--- config.mk ---
export PLATFORM = sky130hd
export DESIGN_NAME = btn_debounce_pair
export DESIGN_NICKNAME = d
export VERILOG_FILES = /design/src/rtl/btn_debounce_pair.sv
export SDC_FILE = /design/constraint.sdc
export NUM_CORES = 1
export LEC_CHECK = 0
export CAP_MARGIN = 20
export CELL_PAD_IN_SITES_DETAIL_PLACEMENT = 2
export CELL_PAD_IN_SITES_GLOBAL_PLACEMENT = 2
export CORE_MARGIN = 8
export CORE_UTILIZATION = 36
export CTS_BUF_LIST = sky130_fd_sc_hd__clkbuf_8 sky130_fd_sc_hd__clkbuf_16
export CTS_CLUSTER_DIAMETER = 30
export DETAILED_ROUTE_END_ITERATION = 10
export PLACE_DENSITY = 0.7
export SYNTH_ARGS = -nofsm -noshare
export SYNTH_HDL_FRONTEND = slang
export SYNTH_SLANG_ARGS = --single-unit
--- constraint.sdc ---
create_clock -name clk -period 2.65 [get_ports clk]
set_clock_uncertainty 0.15 [all_clocks]
set_input_delay 0.6625 -clock clk [delete_from_list [all_inputs] [get_ports clk]]
set_output_delay 0.6625 -clock clk [all_outputs]
set_load 0.02 [all_outputs]
--- src/rtl/btn_debounce_pair.sv ---
// Two-channel push-button conditioner: synchronises raw levels into clk,
// debounces each channel with a four-state FSM and a down-counter, and
// produces clean levels plus single-cycle rising-edge ticks.
//
// state | meaning
// ZERO  | debounced level is 0, input agrees
// WAIT1 | input went to 1, counting down a full stable interval
// ONE   | debounced level is 1, input agrees
// WAIT0 | input went to 0, counting down a full stable interval
module btn_debounce_pair #(
  parameter int CNT_W = 19
) (
  input  logic clk,
  input  logic reset,
  input  logic sw_a,
  input  logic sw_b,
  output logic db_a,
  output logic db_b,
  output logic tick_a,
  output logic tick_b
);

  typedef enum logic [1:0] {
    ZERO  = 2'd0,
    WAIT1 = 2'd1,
    ONE   = 2'd2,
    WAIT0 = 2'd3
  } state_t;

  localparam logic [CNT_W-1:0] CNT_MAX = {CNT_W{1'b1}};

  logic [1:0] sw_raw;
  assign sw_raw = {sw_b, sw_a};

  for (genvar ch = 0; ch < 2; ch++) begin : g_ch
    logic             sync1_q;
    logic             sync2_q;
    state_t           state_q;
    logic [CNT_W-1:0] cnt_q;
    logic             db_q;
    logic             tick_q;

    // Two-flop synchroniser; only the second flop is ever looked at.
    always_ff @(posedge clk or posedge reset) begin
      if (reset) begin
        sync1_q <= 1'b0;
        sync2_q <= 1'b0;
      end else begin
        sync1_q <= sw_raw[ch];
        sync2_q <= sync1_q;
      end
    end

    // Debounce FSM; db/tick are registered alongside the state so they
    // change on exactly the edge the state settles into ONE or ZERO.
    always_ff @(posedge clk or posedge reset) begin
      if (reset) begin
        state_q <= ZERO;
        cnt_q   <= '0;
        db_q    <= 1'b0;
        tick_q  <= 1'b0;
      end else begin
        tick_q <= 1'b0;
        case (state_q)
          ZERO: begin
            if (sync2_q) begin
              state_q <= WAIT1;
              cnt_q   <= CNT_MAX;
            end
          end
          WAIT1: begin
            // A returning glitch wins over an expiring counter.
            if (!sync2_q) begin
              state_q <= ZERO;
            end else if (cnt_q != '0) begin
              cnt_q <= cnt_q - 1'b1;
            end else begin
              state_q <= ONE;
              db_q    <= 1'b1;
              tick_q  <= 1'b1;
            end
          end
          ONE: begin
            if (!sync2_q) begin
              state_q <= WAIT0;
              cnt_q   <= CNT_MAX;
            end
          end
          WAIT0: begin
            // Recovering to ONE is glitch rejection, so no tick here.
            if (sync2_q) begin
              state_q <= ONE;
            end else if (cnt_q != '0) begin
              cnt_q <= cnt_q - 1'b1;
            end else begin
              state_q <= ZERO;
              db_q    <= 1'b0;
            end
          end
          default: begin
            state_q <= ZERO;
            db_q    <= 1'b0;
          end
        endcase
      end
    end
  end

  assign db_a   = g_ch[0].db_q;
  assign db_b   = g_ch[1].db_q;
  assign tick_a = g_ch[0].tick_q;
  assign tick_b = g_ch[1].tick_q;

endmodule
==> results of run 1 <==
==> how the worst max path moves through the flow <==
stage	end	startpoint	slack, ns	cells after the start
after CTS	g_ch[0].cnt_q[6]	g_ch[0].cnt_q[0]	0.08	6
final	g_ch[0].cnt_q[11]	g_ch[0].cnt_q[7]	0.20	5
after global routing	g_ch[0].cnt_q[15]	g_ch[0].cnt_q[7]	0.05	5
after floorplan	g_ch[0].cnt_q[17]	g_ch[0].cnt_q[7]	0.35	5
after detailed placement	g_ch[0].cnt_q[6]	g_ch[0].cnt_q[0]	0.10	6
after global placement	g_ch[0].cnt_q[18]	g_ch[0].cnt_q[5]	0.27	5
==> cells by family after synthesis <==
family,Yosys count,synth area share
muxes,3,0.0114
buffers and inverters,25,0.0347
and+or+nand+nor,128,0.267
xor gates and xnor gates,4,0.0128
DFF,50,0.456
adders and majority gates,2,0.00912
AOI/OAI and AO/OA,78,0.209
==> through the flow <==
step / hold WS [ns] / utilization
finish: 0.206 / 0.417
global route: 0.219 / 0.417
CTS: 0.207 / 0.417
detailed placement: 0.186 / 0.403
global placement: 0.181 / 0.403
floorplan: 0.181 / -
==> power by group <==
group / switching, W / internal (W)
logic: 0.000119 / 0.000105
registers: 0.000115 / 0.000840
clock network: 0.000269 / 0.000276
==> cell type report <==
| class | count | area, um^2 |
|---|---|---|
| timing repair buffer | 24 | 210 |
| tap | 102 | 128 |
| clock inverter | 3 | 37.5 |
| multi-input combinational | 215 | 1410 |
| fill | 814 | 4410 |
| inverter | 14 | 52.6 |
| sequential | 50 | 1250 |
| clock buffer | 5 | 68.8 |
==> worst max-delay path, stage by stage, from the launching register on <==
cell and delay [ns]:
dfrtp_1 0.43, or4_4 0.57, or3_4 0.38, a2111oi_0 0.53, a31oi_1 0.16, o31a_1 0.12
==> layout by cell type, fill, tap and decap left out, drive strengths merged, types with 3 or more instances in the layout <==
cell type and count:
o21ai 11, clkdlybuf4s50 7, a211oi 6, or4 4
nand2 17, nor3 14, nor4 13, a311oi 9
nor2 29, a21oi 12, and3 4, nand4b 3
or3 6, buf 17, dfrtp 50, o22a 4
nand3 10, o211ai 3, and2 3, a31oi 10
inv 14, a2111oi 3, nand3b 5, o311a 5
nand4 7, o221a 4, clkbuf 5, nor3b 3
==> per-layer routing <==
layer,share of wire,wire (um)
met5,0,0
met4,0.015,116
met3,0.013,104
met2,0.54,4170
met1,0.44,3390
==> flip-flops by register name, summed over array words and instances, names as in the netlist, named ones only <==
register,count
g_ch.sync1_q,2
g_ch.state_q,2
db_a,1
db_b,1
tick_a,1
g_ch.cnt_q,38
tick_b,1
g_ch.sync2_q,2
==> metrics.md, run 1 <==
| Metric | Value |
|---|---|
| Leading area contributor after synthesis | `dfrtp_1` |
| Async SR Flop Fraction | `1.00` |
| WHS Endpoint | `g_ch[0].sync2_q` |
| I/O Buffers | `7` |
| Min-delay worst type | `flop to flop` |
| Rel. slew slack | `0.598` |
| Lkg Pwr | `1.15 nW` |
| Worst endpoint required time | `between 2 and 3 ns` |
| Register bit count reported by yosys | `50` |
| CTS Buffer Depth | `2` |
| Hold Path Cell Cnt | `0` |
| Height of the die | `103 um` |
| Fin cells | `413` |
| Worst Setup End Kind | `flop` |
| CTS Buf Count | `5` |
| Tcrit/Tclk final | `0.925` |
| Number of distinct library cells after synthesis | `52` |
| Number of global-route vias before repair | `2619` |
| Vias/cell | `between 5 and 6` |
| Most frequent cell after synthesis | `dfrtp_1` |
| H-tree depth | `2` |
| Syn. warnings | `0` |
| M3 GR Usage | `0.0281` |
| Routed WL per cell | `18.8 um` |
| Slew Viols, Final | `0` |
| DIE AREA | `10700 um^2` |
| Synthesis-to-finish area growth | `15.0%` |
| Synth Flop Type | `dfrtp_1` |
| Resized cells post-CTS | `0` |
| Initial Utilization | `0.363` |
| Core area | `7570 um^2` |
| Top post-synthesis cells by count | `50 x dfrtp_1, 29 x nor2_1, 17 x nand2_1` |
| Num ports | `8` |
| Reg2reg end | `g_ch[0].cnt_q[11]` |
| CP arrival | `2.50 ns` |
| CTS root buf | `clkbuf_8` |
| Synthesized instance count | `290` |
| Final WS setup | `0.199 ns` |
| Register area share after synthesis | `0.456` |
| Reg2reg setup slack | `0.20 ns` |
| TritonRoute pass-1 iters | `4` |
| Cell area power density | `546 nW/um^2` |
| CP Class | `flop to flop` |
| Antenna Cells | `0` |
| DRT Wirelength | `7780 um` |
| Design Area, Final | `3150 um^2` |
| Placed instance count | `405` |
| Leading post-synthesis cells by cell area | `dfrtp_1 46%, nor2_1 4.0%, a311oi_1 2.9%` |
| All-Layer GR Usage | `0.162` |
| Unrepaired setup endpoints after global routing | `false` |
| Worst-margin pin slew | `0.588 ns` |
| Placer Congestion | `0.778` |
| Chip Width | `103 um` |
| Max Cap Viol | `0` |
| Met1 GRT Util | `0.177` |
| Final net count | `316` |
| Initial antenna violation count | `0` |
| Clk_lat worst skew | `0.31 ns` |
| Max VDD drop | `0.201 mV` |
| Global-route wire length before repair | `about 13000 um` |
| Share of cells above drive strength 1 | `0.138` |
| Cell count of the worst reg-to-reg path | `5` |
| Clock transition at path regs | `0.10 ns` |
| Hold_sp | `g_ch[0].sync1_q` |
| Most used routing layer | `met2` |
| Placed Instance Area | `approximately 3000 um^2` |
| Place WS | `0.104 ns` |
| F_max | `408 MHz` |
| Starting DRT DRC Count | `35` |
| Post-Syn Area | `2740 um^2` |
| Post-synth top area share | `0.456` |
| Number of synthesized flops with an enable pin | `0` |
| CP Max Fanout | `5` |
| DP HPWL | `5370 um` |
| Final setup fails | `0` |
| Status | `finished clean` |
| Final Hold Violating Endpoints | `0` |
| GR met2 Demand/Resource | `0.308` |
| Largest net degree at the start of global routing | `51` |
| Crit path time final | `2.45 ns` |
| Net count after synthesis | `296` |
| Clock sink count | `50` |
| GRT Residual Overflow | `0` |
| # hold bufs at CTS | `0` |
| CTS tree | `done` |
| Routed vias | `2455` |
| Final antenna-violating net count | `0` |
| Setup TNS | `0 ns` |
| Setup bufs post-CTS | `0` |
| Crit Reg-Reg Startpoint | `g_ch[0].cnt_q[7]` |
| Syn Area/Cell | `9.46 um^2` |
| Power consumption | `roughly 0.0017 W` |
| DR DRC count | `0` |
| Cell row count | `32` |
| Crit start category | `flop` |
(Power assumes the default switching activity.)
==> run 2, diff against run 1 <==
--- a/config.mk
+++ b/config.mk
@@ -13,7 +13,8 @@
 export CTS_BUF_LIST = sky130_fd_sc_hd__clkbuf_8 sky130_fd_sc_hd__clkbuf_16
 export CTS_CLUSTER_DIAMETER = 30
 export DETAILED_ROUTE_END_ITERATION = 10
-export PLACE_DENSITY = 0.7
+export GPL_ROUTABILITY_DRIVEN = 0
+export PLACE_DENSITY_LB_ADDON = 0.1
 export SYNTH_ARGS = -nofsm -noshare
 export SYNTH_HDL_FRONTEND = slang
 export SYNTH_SLANG_ARGS = --single-unit
==> run 2 against run 1 <==
Effect of this change:
- via count shrank 1.5%
- first-iteration DRC count grew 51%
- sequential share of layout area shrank 0.16 points
- sequential cell count is the same
- cell count is the same
- clock power grew 1%
- global-route usage shrank 0.39 points
- combinational power is essentially flat
- wire length shrank 2.6%
- count of clock-buffer cells in the layout grew 1
- non-clock buffer count grew 1
- utilization grew 0.17 points
- critical endpoint unchanged
==> metrics.md, run 2 (synthesized netlist as in run 1, its figures left out) <==
| Metric | Value |
|---|---|
| P_int | `0.00125 W (+2.4%)` |
| H-tree depth | `2 (unchanged)` |
| CTS Buffer Depth | `2 (unchanged)` |
| Hold_sp | `g_ch[1].sync1_q` |
| Routed vias | `2417 (-1.5%)` |
| Largest net degree at the start of global routing | `36 (-29%)` |
| Rel. slew slack | `0.576 (-0.0218)` |
| Worst endpoint required time | `2.70 ns (about the same)` |
| Top reg by flops | `g_ch.cnt_q` |
| Reg2reg end | `g_ch[0].cnt_q[11]` |
| GR met2 Demand/Resource | `0.295 (-0.0124)` |
| F_max | `409 MHz (+0.21%)` |
| Clk_lat worst skew | `0.30 ns (about the same)` |
| Fin cells | `413 (unchanged)` |
| Design Area, Final | `3170 um^2 (+0.40%)` |
| Starting DRT DRC Count | `53 (+51%)` |
| Tcrit/Tclk final | `0.923 (-0.00193)` |
| Vias/cell | `5.85 (-1.5%)` |
| Resized cells post-CTS | `0 (unchanged)` |
| Cell count of the worst reg-to-reg path | `5 (unchanged)` |
| Synthesis-to-finish area growth | `15.4%` |
| Number of global-route vias before repair | `2684 (+2.5%)` |
| # hold bufs at CTS | `0 (unchanged)` |
| Placed Instance Area | `3050 um^2 (+0.25%)` |
| Placed instance count | `406 (+0.25%)` |
| DP HPWL | `5410 um (+0.79%)` |
| Height of the die | `103 um (unchanged)` |
| DR DRC count | `0 (unchanged)` |
| Slew Viols, Final | `0 (unchanged)` |
| Initial antenna violation count | `0 (unchanged)` |
| Unrepaired setup endpoints after global routing | `false` |
| Reg2reg setup slack | `0.20 ns (about the same)` |
| Initial Utilization | `0.363 (unchanged)` |
| Global-route wire length before repair | `13400 um (+0.36%)` |
| Hold Path Cell Cnt | `0 (unchanged)` |
| Clock power share | `0.319 (+0.003)` |
| CTS root buf | `clkbuf_8` |
| TritonRoute pass-1 iters | `4 (unchanged)` |
| Sw Share | `0.279 (-0.0130)` |
| Clock transition at path regs | `0.09 ns (about the same)` |
| Clock sink count | `50 (unchanged)` |
| Lkg Pwr | `1.15 nW (about the same)` |
| Routed WL per cell | `18.3 um (-2.6%)` |
| CP Class | `flop to flop` |
| Worst-margin pin slew | `0.634 ns (+0.0458 ns)` |
| All-Layer GR Usage | `0.158 (-0.00392)` |
| Max VDD drop | `0.196 mV (-2.4%)` |
| Most frequent cells in the layout | `50 x dfrtp_1, 29 x nor2_1, 17 x nand2_1, 17 x buf_4, 14 x nor3_1` |
| Setup TNS | `0 ns (unchanged)` |
| WHS Endpoint | `g_ch[1].sync2_q` |
| Power consumption | `0.00173 W (+0.55%)` |
| Final net count | `317 (+0.32%)` |
| DRT Wirelength | `7580 um (-2.6%)` |
| DIE AREA | `10700 um^2 (unchanged)` |
| Share of power burned in registers | `0.550 (-0.004)` |
| Core area | `7570 um^2 (unchanged)` |
| Status | `finished clean` |
| CTS Buf Count | `5 (unchanged)` |
| Combinational power share | `0.131 (about the same)` |
| Commonest non-fill, non-tap cell in the layout | `dfrtp_1` |
| Max reg flops | `38 (unchanged)` |
| I/O Buffers | `7 (unchanged)` |
| Final setup fails | `0 (unchanged)` |
| Final antenna-violating net count | `0 (unchanged)` |
| NetSw | `0.000483 W (-3.9%)` |
| Crit path time final | `2.45 ns (-0.00512 ns)` |
| Cell row count | `32 (unchanged)` |
| Crit Reg-Reg Startpoint | `g_ch[0].cnt_q[5]` |
| Antenna Cells | `0 (unchanged)` |
| Crit start category | `flop` |
| Worst Setup End Kind | `flop` |
| M3 GR Usage | `0.0228 (-0.00535)` |
| Chip Width | `103 um (unchanged)` |
| Most used routing layer | `met2` |
| Cell area power density | `547 nW/um^2 (+0.16%)` |
| CP Max Fanout | `5 (unchanged)` |
| Min-delay worst type | `flop to flop` |
| GRT Residual Overflow | `0 (unchanged)` |
| Num ports | `8 (unchanged)` |
| CTS tree | `done` |
| Max Cap Viol | `0 (unchanged)` |
| Met1 GRT Util | `0.183 (+0.00582)` |
| Setup bufs post-CTS | `0 (unchanged)` |
| Share of cells above drive strength 1 | `0.145 (+0.00643)` |
| Final Hold Violating Endpoints | `0 (unchanged)` |
| CP arrival | `2.49 ns (about the same)` |
## run 2: routing by layer
| metal | up-vias | wire [um] |
|---|---|---|
| met5 | - | 0 |
| met4 | 0 | 55 |
| met3 | 4 | 102 |
| met2 | 11 | 4030 |
| met1 | 1244 | 3390 |
| li1 | 1158 | - |
## run 2: critical path, stage by stage, from the launching register on
cell and delay [ns]:
dfrtp_1 0.43, or4_4 0.56, or3_4 0.38, a2111oi_0 0.54
a31oi_1 0.16, o31a_1 0.12
## run 2: cell type report
| type | instances | area (um^2) |
|---|---|---|
| Sequential cell | 50 | 1250 |
| Tap cell | 102 | 128 |
| Timing Repair Buffer | 25 | 218 |
| Inverter | 14 | 52.6 |
| Clock buffer | 6 | 82.6 |
| Multi-Input combinational cell | 215 | 1410 |
| Clock inverter | 1 | 30.0 |
| Fill cell | 835 | 4400 |
## run 2: worst max path at each step
stage | start | end | slack [ns] | cells past startpoint
3_3_place_gp | g_ch[0].cnt_q[5] | g_ch[0].cnt_q[17] | 0.28 | 5
5_1_grt | g_ch[0].cnt_q[5] | g_ch[0].cnt_q[15] | 0.08 | 5
6_report | g_ch[0].cnt_q[5] | g_ch[0].cnt_q[11] | 0.20 | 5
2_1_floorplan | g_ch[0].cnt_q[7] | g_ch[0].cnt_q[17] | 0.35 | 5
4_1_cts | g_ch[0].cnt_q[5] | g_ch[0].cnt_q[11] | 0.20 | 5
3_5_place_dp | g_ch[0].cnt_q[7] | g_ch[0].cnt_q[11] | 0.21 | 5
## run 2: power by group through the flow
stage	clock, W	sequential [W]	combinational, W
after global placement	0	0.000962	0.000220
after floorplan	0	0.000935	0.000169
after CTS	0.000580	0.000952	0.000232
after global routing	0.000605	0.000972	0.000259
final	0.000552	0.000954	0.000227
after detailed placement	0	0.000967	0.000231
## run 2: metrics by stage
step            util  hold slack (ns)  setup slack, ns
2_1_floorplan      -            0.181            0.349
3_3_place_gp   0.404            0.184            0.275
3_5_place_dp   0.404            0.188            0.213
4_1_cts        0.418            0.209            0.200
5_1_grt        0.418            0.223           0.0814
6_report       0.418            0.206            0.204
==> run 3, diff against run 2 <==
--- a/config.mk
+++ b/config.mk
@@ -8,7 +8,6 @@
 export CAP_MARGIN = 20
 export CELL_PAD_IN_SITES_DETAIL_PLACEMENT = 2
 export CELL_PAD_IN_SITES_GLOBAL_PLACEMENT = 2
-export CORE_MARGIN = 8
 export CORE_UTILIZATION = 36
 export CTS_BUF_LIST = sky130_fd_sc_hd__clkbuf_8 sky130_fd_sc_hd__clkbuf_16
 export CTS_CLUSTER_DIAMETER = 30
==> run 3 against run 2 <==
Effect of this change:
- cell area barely moved
- setup slack better by 0.0099 ns
- count of clock-buffer cells in the layout is 1 lower
- via count increased by 2.2%
- register-to-register slack about the same
- critical path type unchanged
- critical endpoint is now g_ch[0].cnt_q[17]
- largest cell class unchanged
- largest power group unchanged
==> metrics.md, run 3 (synthesized netlist as in run 1, its figures left out) <==
| Metric | Value |
|---|---|
| Status | `finished clean` |
| CTS Buffer Depth | `2 (unchanged)` |
| DR DRC count | `0 (unchanged)` |
| Crit Reg-Reg Startpoint | `g_ch[0].cnt_q[7]` |
| All-Layer GR Usage | `0.219 (+0.0612)` |
| P_int | `0.00113 W (-9.3%)` |
| Worst path bufs/invs | `0 (unchanged)` |
| Power consumption | `0.00165 W (-4.9%)` |
| Height of the die | `89.3 um (-14%)` |
| Final WS setup | `0.214 ns (+0.00987 ns)` |
| Initial antenna violation count | `0 (unchanged)` |
| Final Hold Violating Endpoints | `0 (unchanged)` |
| CTS Buf Count | `5 (unchanged)` |
| Most frequent cells in the layout | `50 x dfrtp_1, 29 x nor2_1, 18 x buf_4` |
| Chip Width | `89.3 um (-14%)` |
| CTS tree | `done` |
| Crit start category | `flop` |
| Top reg by flops | `g_ch.cnt_q` |
| Cell count of the worst reg-to-reg path | `5 (unchanged)` |
| Initial Utilization | `0.376 (+0.0137)` |
| CP arrival | `2.52 ns (+0.03 ns)` |
| Routed WL per cell | `19.4 um (+6.0%)` |
| Max Cap Viol | `0 (unchanged)` |
| Max reg flops | `38 (unchanged)` |
| Clock power share | `0.281 (-0.038)` |
| Slew Viols, Final | `0 (unchanged)` |
| Cell row count | `31 (-3.1%)` |
| CTS root buf | `clkbuf_8` |
| Final antenna-violating net count | `0 (unchanged)` |
| NetSw | `0.000514 W (+6.5%)` |
| Critical-path cell list | `or4_4 > or3_4 > or3_4 > or3_1 > a31oi_1` |
| Share of power burned in registers | `0.580 (+0.030)` |
| Final setup fails | `0 (unchanged)` |
| Core area | `7290 um^2 (-3.6%)` |
| Clk_lat worst skew | `0.31 ns (about the same)` |
| Setup TNS | `0 ns (unchanged)` |
| Place WS | `0.157 ns (-0.0551 ns)` |
| Hold Path Cell Cnt | `0 (unchanged)` |
| Clock sink count | `50 (unchanged)` |
| Vias/cell | `5.98 (+2.2%)` |
| Worst-margin pin slew | `0.624 ns (-0.0103 ns)` |
| Final net count | `319 (+0.63%)` |
| Largest net degree at the start of global routing | `33 (-8.3%)` |
| Global-route wire length before repair | `13400 um (+0.36%)` |
| Starting DRT DRC Count | `91 (+72%)` |
| GRT Residual Overflow | `0 (unchanged)` |
| Unrepaired setup endpoints after global routing | `false` |
| Reg2reg setup slack | `0.21 ns (about the same)` |
| CP Class | `flop to flop` |
| TritonRoute pass-1 iters | `4 (unchanged)` |
| Worst Setup End Kind | `flop` |
| CP top delay family | `simple AND/OR/NAND/NOR gates` |
| Reg2reg end | `g_ch[0].cnt_q[17]` |
| Clock transition at path regs | `0.10 ns (about the same)` |
| Rel. slew slack | `0.573 (-0.00244)` |
| I/O Buffers | `7 (unchanged)` |
| DP HPWL | `5690 um (+5.0%)` |
| F_max | `411 MHz (+0.40%)` |
| Synthesis-to-finish area growth | `15.5% (about the same)` |
| WHS Endpoint | `g_ch[0].sync2_q` |
| Worst endpoint required time | `2.73 ns (+0.03 ns)` |
| Lkg Pwr | `1.15 nW (about the same)` |
| Cell area power density | `520 nW/um^2 (-5.0%)` |
| Most frequent CP cell | `or3_4` |
| Layout fillers | `803 (-3.8%)` |
| DIE AREA | `7980 um^2 (-25%)` |
| Max VDD drop | `0.203 mV (+3.5%)` |
| Delay of the slowest cell on the worst path | `0.57 ns (about the same)` |
| Tcrit/Tclk final | `0.919 (-0.00372)` |
| Combinational power share | `0.139 (+0.008)` |
| Num ports | `8 (unchanged)` |
| CP Max Fanout | `5 (unchanged)` |
| Hold_sp | `g_ch[0].sync1_q` |
| Crit path time final | `2.44 ns (-0.00987 ns)` |
| Antenna Cells | `0 (unchanged)` |
| Sw Share | `0.312 (+0.0335)` |
| Commonest non-fill, non-tap cell in the layout | `dfrtp_1` |
| Routed vias | `2469 (+2.2%)` |
| Slowest cell on the critical path | `or4_4` |
| Min-delay worst type | `flop to flop` |
| DRT Wirelength | `8030 um (+6.0%)` |
| Share of cells above drive strength 1 | `0.153 (+0.00817)` |
| H-tree depth | `2 (unchanged)` |
| Number of global-route vias before repair | `2593 (-3.4%)` |
## run 3: per-layer routing
layer | wire length (um) | global-route usage
met1 | 4040 | 0.323
met5 | 0 | 0
met4 | 41 | 0.0375
met3 | 106 | 0.0222
met2 | 3840 | 0.354
## run 3: repair_timing
action                                  in CTS  in global routing
endpoints found under the setup margin       0                  1
hold buffers                                 0                  0
setup buffers                                0                  0
gates resized for setup                      0                  1
## run 3: worst max path at each step
stage                             end  cells past startpoint  slack (ns)             start
floorplan           g_ch[0].cnt_q[17]                      5        0.35  g_ch[0].cnt_q[7]
global placement    g_ch[0].cnt_q[17]                      5        0.30  g_ch[0].cnt_q[5]
detailed placement  g_ch[0].cnt_q[11]                      5        0.16  g_ch[0].cnt_q[5]
CTS                 g_ch[0].cnt_q[11]                      5        0.13  g_ch[0].cnt_q[7]
global route        g_ch[0].cnt_q[11]                      5        0.09  g_ch[0].cnt_q[5]
finish              g_ch[0].cnt_q[17]                      5        0.21  g_ch[0].cnt_q[7]
## run 3: layout make-up
class	count	area, um^2	area share
clock buffer	5	68.8	0.0217
inverter	14	52.6	0.0166
clock inverter	3	21.3	0.00671
tap	99	124	0.0391
multi-input combinational	215	1410	0.444
sequential	50	1250	0.395
timing repair buffer	27	245	0.0774
## run 3: through the flow
stage,hold slack (ns),cell area (um^2),utilization,std cells
after floorplan,0.181,2740,-,290
final,0.207,3170,0.435,413
after CTS,0.211,3170,0.434,413
after global routing,0.230,3170,0.435,413
after global placement,0.188,3080,0.422,405
after detailed placement,0.188,3080,0.422,405
## run 3: power groups by stage
stage / Sequential, W / Clock [W] / Combinational, W
after floorplan: 0.000935 / 0 / 0.000169
after global placement: 0.000962 / 0 / 0.000219
after detailed placement: 0.000969 / 0 / 0.000233
after CTS: 0.000956 / 0.000484 / 0.000234
after global routing: 0.000973 / 0.000508 / 0.000257
final: 0.000956 / 0.000462 / 0.000229
